--- src/rtl/alu_share_arbiter.sv ---
// Two requesters share one AND/OR/XOR/ADD unit through round-robin arbitration.
// One operation is in flight at a time, and its result is registered.
module alu_share_arbiter #(
  parameter int WIDTH = 8
) (
  input  logic             clk,
  input  logic             rst,
  input  logic             req0_valid,
  output logic             req0_ready,
  input  logic [WIDTH-1:0] req0_a,
  input  logic [WIDTH-1:0] req0_b,
  input  logic [1:0]       req0_op,
  input  logic             req1_valid,
  output logic             req1_ready,
  input  logic [WIDTH-1:0] req1_a,
  input  logic [WIDTH-1:0] req1_b,
  input  logic [1:0]       req1_op,
  output logic             rsp_valid,
  input  logic             rsp_ready,
  output logic [WIDTH-1:0] rsp_result,
  output logic             rsp_id,
  output logic             rsp_carry,
  output logic             rsp_zero
);

  typedef enum logic [1:0] {IDLE, EXEC, RESP} state_t;

  state_t           state_q, state_d;
  logic             last_q, last_d;
  logic [WIDTH-1:0] a_q, a_d, b_q, b_d;
  logic [1:0]       op_q, op_d;
  logic             id_q, id_d;
  logic             valid_q, valid_d;
  logic [WIDTH-1:0] result_q, result_d;
  logic             rid_q, rid_d, carry_q, carry_d, zero_q, zero_d;

  logic             grant_any, grant_id;
  logic [WIDTH:0]   sum;
  logic [WIDTH-1:0] alu_res;
  logic             alu_carry;

  // When both requesters are valid, the one not served last time wins.
  assign grant_any = req0_valid | req1_valid;
  assign grant_id  = (req0_valid & req1_valid) ? ~last_q : req1_valid;

  assign sum = {1'b0, a_q} + {1'b0, b_q};

  always_comb begin
    alu_res   = a_q & b_q;
    alu_carry = 1'b0;
    case (op_q)
      2'b01:   alu_res = a_q | b_q;
      2'b10:   alu_res = a_q ^ b_q;
      2'b11: begin
        alu_res   = sum[WIDTH-1:0];
        alu_carry = sum[WIDTH];
      end
      default: alu_res = a_q & b_q;
    endcase
  end

  always_comb begin
    state_d    = state_q;
    last_d     = last_q;
    a_d        = a_q;
    b_d        = b_q;
    op_d       = op_q;
    id_d       = id_q;
    valid_d    = valid_q;
    result_d   = result_q;
    rid_d      = rid_q;
    carry_d    = carry_q;
    zero_d     = zero_q;
    req0_ready = 1'b0;
    req1_ready = 1'b0;
    case (state_q)
      IDLE: begin
        if (grant_any) begin
          req0_ready = ~grant_id;
          req1_ready = grant_id;
          a_d        = grant_id ? req1_a  : req0_a;
          b_d        = grant_id ? req1_b  : req0_b;
          op_d       = grant_id ? req1_op : req0_op;
          id_d       = grant_id;
          last_d     = grant_id;
          state_d    = EXEC;
        end
      end
      EXEC: begin
        result_d = alu_res;
        carry_d  = alu_carry;
        zero_d   = (alu_res == '0);
        rid_d    = id_q;
        valid_d  = 1'b1;
        state_d  = RESP;
      end
      RESP: begin
        // Result fields stay put after the drain until the next EXEC.
        if (rsp_ready) begin
          valid_d = 1'b0;
          state_d = IDLE;
        end
      end
      default: state_d = IDLE;
    endcase
  end

  always_ff @(posedge clk or posedge rst) begin
    if (rst) begin
      state_q  <= IDLE;
      last_q   <= 1'b1;
      a_q      <= '0;
      b_q      <= '0;
      op_q     <= 2'b00;
      id_q     <= 1'b0;
      valid_q  <= 1'b0;
      result_q <= '0;
      rid_q    <= 1'b0;
      carry_q  <= 1'b0;
      zero_q   <= 1'b0;
    end else begin
      state_q  <= state_d;
      last_q   <= last_d;
      a_q      <= a_d;
      b_q      <= b_d;
      op_q     <= op_d;
      id_q     <= id_d;
      valid_q  <= valid_d;
      result_q <= result_d;
      rid_q    <= rid_d;
      carry_q  <= carry_d;
      zero_q   <= zero_d;
    end
  end

  assign rsp_valid  = valid_q;
  assign rsp_result = result_q;
  assign rsp_id     = rid_q;
  assign rsp_carry  = carry_q;
  assign rsp_zero   = zero_q;

endmodule
--- config.mk ---
export PLATFORM = sky130hd
export DESIGN_NAME = alu_share_arbiter
export DESIGN_NICKNAME = d
export VERILOG_FILES = /design/src/rtl/alu_share_arbiter.sv
export SDC_FILE = /design/constraint.sdc
export NUM_CORES = 1
export LEC_CHECK = 0
export BUFFER_PORTS_ARGS = -buffer_cell sky130_fd_sc_hd__buf_4
export CAP_MARGIN = 15
export CORE_MARGIN = 8
export CORE_UTILIZATION = 48
export CTS_CLUSTER_SIZE = 40
export DETAILED_ROUTE_END_ITERATION = 7
export PLACE_DENSITY = 0.88
export SETUP_SLACK_MARGIN = 0.1
export SYNTH_ARGS = -nofsm -noshare
export SYNTH_HDL_FRONTEND = slang
export SYNTH_SLANG_ARGS = --single-unit
--- constraint.sdc ---
create_clock -name clk -period 2.21 [get_ports clk]
set_input_delay 0 -clock clk [delete_from_list [all_inputs] [get_ports clk]]
set_output_delay 0 -clock clk [all_outputs]
set_load 0.005 [all_outputs]
==> metrics.md <==
| Metric | Value |
|---|---|
| Status | `finished with violations` |
| Failing checks | `hold timing, setup timing` |
| Drt via density | `5.37` |
| PnR worst setup slack | `-18.1 ps` |
| R2R Path End | `rsp_zero` |
| Hold Crit Depth | `3` |
| Clock sinks | `34` |
| CTS max path bufs | `2` |
| Most common cell after layout, fill and taps aside | `buf_4` |
| Post-Synthesis Net Count | `291` |
| Final hold vios | `1` |
| Total grt overflow | `0` |
| Reg-to-reg startpoint | `b_q[6]` |
| Max incr delay on CP | `420 ps` |
| Fin. max-slew vios | `0` |
| Final ANT Viol Nets | `0` |
| GR Util All Layers | `0.147` |
| Cell Rows | `24` |
| Final setup vio count | `1` |
| Slew of the pin with the lowest slew margin | `437 ps` |
| R2R depth | `8` |
| Largest net degree at the start of global routing | `between 40 and 50` |
| First-pass GRT wire length | `8.72 mm` |
| Port bufs | `54` |
| FMAX | `between 0.4 and 0.5 GHz` |
| Fin nets | `377` |
| Crit-path cells | `inv_1 > ha_2 > a21o_1 > o211ai_1 > o2111ai_1 > a311oi_2 > nor4_2 > a32o_2` |
| Synthesized cell area | `~2200 sq um` |
| Slew HR | `0.707` |
| IR drop worst, VDD | `0.557 mV` |
| DRT Pass-1 Iters | `4` |
| Antenna cell count | `0` |
| Clock network power share | `0.109` |
| Crit path buf inv count | `1` |
| Via count | `1998` |
| P&R area growth vs syn | `43.5%` |
| DRC viols | `0` |
| # fillers | `approximately 310` |
| Die X | `82.9 microns` |
| Number of global-route vias before repair | `1941` |
| HP Class | `input pin to register` |
| Internal | `2470 uW` |
| Sequential share of the synthesized area | `0.396` |
| Drt wl/cell | `14.8 microns` |
| Avg Cell Area, Syn | `9.23 sq um` |
| Unrepaired setup endpoints after global routing | `yes` |
| Crit path launch type | `register` |
| Max_cap viols | `0` |
| Post-route minimum period | `2230 ps` |
| Critical path type | `register to register` |
| Data required, critical path | `2390 ps` |
| Die area | `between 6000 and 7000 sq um` |
| Synth Warn # | `0` |
| TritonCTS Buffers | `5` |
| Library cells used by synthesis | `41` |
| Register area | `855 sq um` |
| Seq pwr share | `0.272` |
| Die H | `82.9 microns` |
| Area of the multi-input gates | `1250 sq um` |
| CP top delay family | `compound AO/OA/AOI/OAI gates` |
| Tcrit/Tclk final | `1.01` |
| Clock transition at the registers of the reported paths | `70 ps` |
| Flop-to-flop setup slack | `-20 ps` |
| Pwr/cell area | `1410 nW/um^2` |
| Cells after Synth | `233` |
| Synthesized flop and latch total | `34` |
| Combinational share of power | `0.619` |
| Initial antenna violation count | `0` |
| Worst Hold End | `a_q[2]` |
| Setup TNS | `-18.1 ps` |
| Starting density of the core | `0.497` |
| Critical Path Sink Type | `register` |
| Hold Startpoint | `req0_a[2]` |
| Initial DRC Count | `~150` |
| Placed cell area | `approximately 2600 sq um` |
| RePlAce Congestion | `0.855` |
| Arrival time worst endpoint | `between 2000 and 2500 ps` |
| CP max-delay cell | `dfrtp_1` |
| Worst-Skew Late Latency | `approximately 290 ps` |
| Clock root cell | `clkbuf_8` |
| IO Count | `55` |
| Post-DP HPWL | `around 3.6 mm` |
| Switching share of power | `0.430` |
| Tot Pwr | `4340 uW` |
| CTS tree | `done` |
| Psw | `1870 uW` |
| Most frequent cells in the layout | `69 x buf_4, 31 x dfrtp_1, 30 x nand2_1` |
| Skew final | `2.85 ps` |
| Share of layout cells above drive strength 1 | `0.331` |
| Worst-path fanout max | `8` |
| H-tree depth | `2` |
| Final instance area | `3090 sq um` |
| Core Area | `between 4000 and 5000 sq um` |
| Lkg Pwr | `0.00151 uW` |
| Final Hold Slack | `-3.17 ps` |
| Final WL | `5.49 mm` |
[registers in the layout, summed over array words and instances, names as in the netlist]
name,cells
last_q,1
rsp_valid,1
state_q,2
a_q,8
id_q,1
rsp_zero,1
rsp_carry,1
b_q,8
rsp_result,8
rsp_id,1
op_q,2
[layer usage]
| metal | global-route usage | part of all wire | up-vias | wire length, microns |
|---|---|---|---|---|
| met5 | 0 | 0 | - | 0 |
| met3 | 0.0547 | 0.093 | 16 | 509 |
| met4 | 0.0687 | 0.023 | 0 | 125 |
| met1 | 0.168 | 0.39 | 910 | 2130 |
| met2 | 0.238 | 0.50 | 101 | 2720 |
| li1 | - | - | 971 | - |
[how the worst max path moves through the flow]
stage	from	to	slack [ps]	cells past startpoint
finish	b_q[6]	rsp_zero	-20	8
global route	b_q[6]	rsp_zero	-110	8
CTS	b_q[0]	rsp_zero	40	7
detailed placement	a_q[1]	rsp_zero	-20	8
global placement	a_q[1]	rsp_zero	60	8
floorplan	a_q[0]	rsp_zero	140	7
[cell type report]
cell class | instances | area share
multi-input combinational | 163 | 0.404
sequential | 34 | 0.277
timing repair buffer | 91 | 0.239
inverter | 24 | 0.0292
clock buffer | 7 | 0.0280
tap | 52 | 0.0211
clock inverter | 1 | 0.00162
[synth_stat cells (all sizes together)]
cell type	instances	area, sq um
o21ai	33	165
nor3	1	10.0
and3	2	12.5
o211a	1	10.0
a2111oi	1	10.0
mux2i	21	210
nor4b	1	8.76
nor2	10	40.0
nand3	2	10.0
xnor2	3	26.3
nor4	1	6.26
o2111ai	1	8.76
o31ai	1	7.51
fa	1	20.0
buf	5	31.3
dfrtp	33	826
nand2	30	113
a211o	1	8.76
a211oi	6	45.0
nand4	1	6.26
clkbuf	7	26.3
mux4	1	22.5
nand3b	1	7.51
a32o	1	11.3
nand2b	6	37.5
a2bb2oi	1	8.76
and2	1	6.26
inv	24	90.1
a311oi	1	8.76
a21o	5	37.5
ha	16	200
mux2	2	22.5
dfstp	1	26.3
a21boi	1	7.51
a21oi	8	47.6
o211ai	2	15.0
[kinds of logic after synthesis]
group | synth area share
AOI/OAI and AO/OA | 0.182
adders and majority gates | 0.102
xor gates and xnor gates | 0.0122
muxes | 0.119
DFF | 0.396
and+or+nand+nor | 0.120
buffers and inverters | 0.0686
[worst register-to-register path: stages (launching register included)]
cell	delay, ps
dfrtp_1	420
inv_1	80
ha_2	310
a21o_1	240
o211ai_1	190
o2111ai_1	170
a311oi_2	340
nor4_2	100
a32o_2	270
[stage by stage]
| stage | instances | hold slack (ps) | setup slack, ps | utilization |
|---|---|---|---|---|
| after floorplan | 233 | 108 | 143 | - |
| after global placement | 334 | 113 | 61.1 | 0.607 |
| after detailed placement | 334 | 127 | -24.4 | 0.607 |
| after CTS | 364 | 0.656 | 43.1 | 0.684 |
| after global routing | 372 | 22.1 | -106 | 0.714 |
| final | 372 | -3.17 | -18.1 | 0.714 |
[timing repair]
action | in CTS | in global routing
endpoints found under the hold margin | 45 | 1
pin swaps | 2 | 9
hold buffers | 21 | 1
setup endpoints to repair | 2 | 4
buffers inserted | 1 | 7
resized for setup | 5 | 17
[power by group through the flow]
stage	registers (uW)	clock network, uW	logic, uW
6_report	1180	473	2690
4_1_cts	1170	482	2290
2_1_floorplan	1120	0	1580
3_3_place_gp	1160	0	2050
3_5_place_dp	1180	0	2150
5_1_grt	1220	509	2950
(Power assumes the default switching activity.)
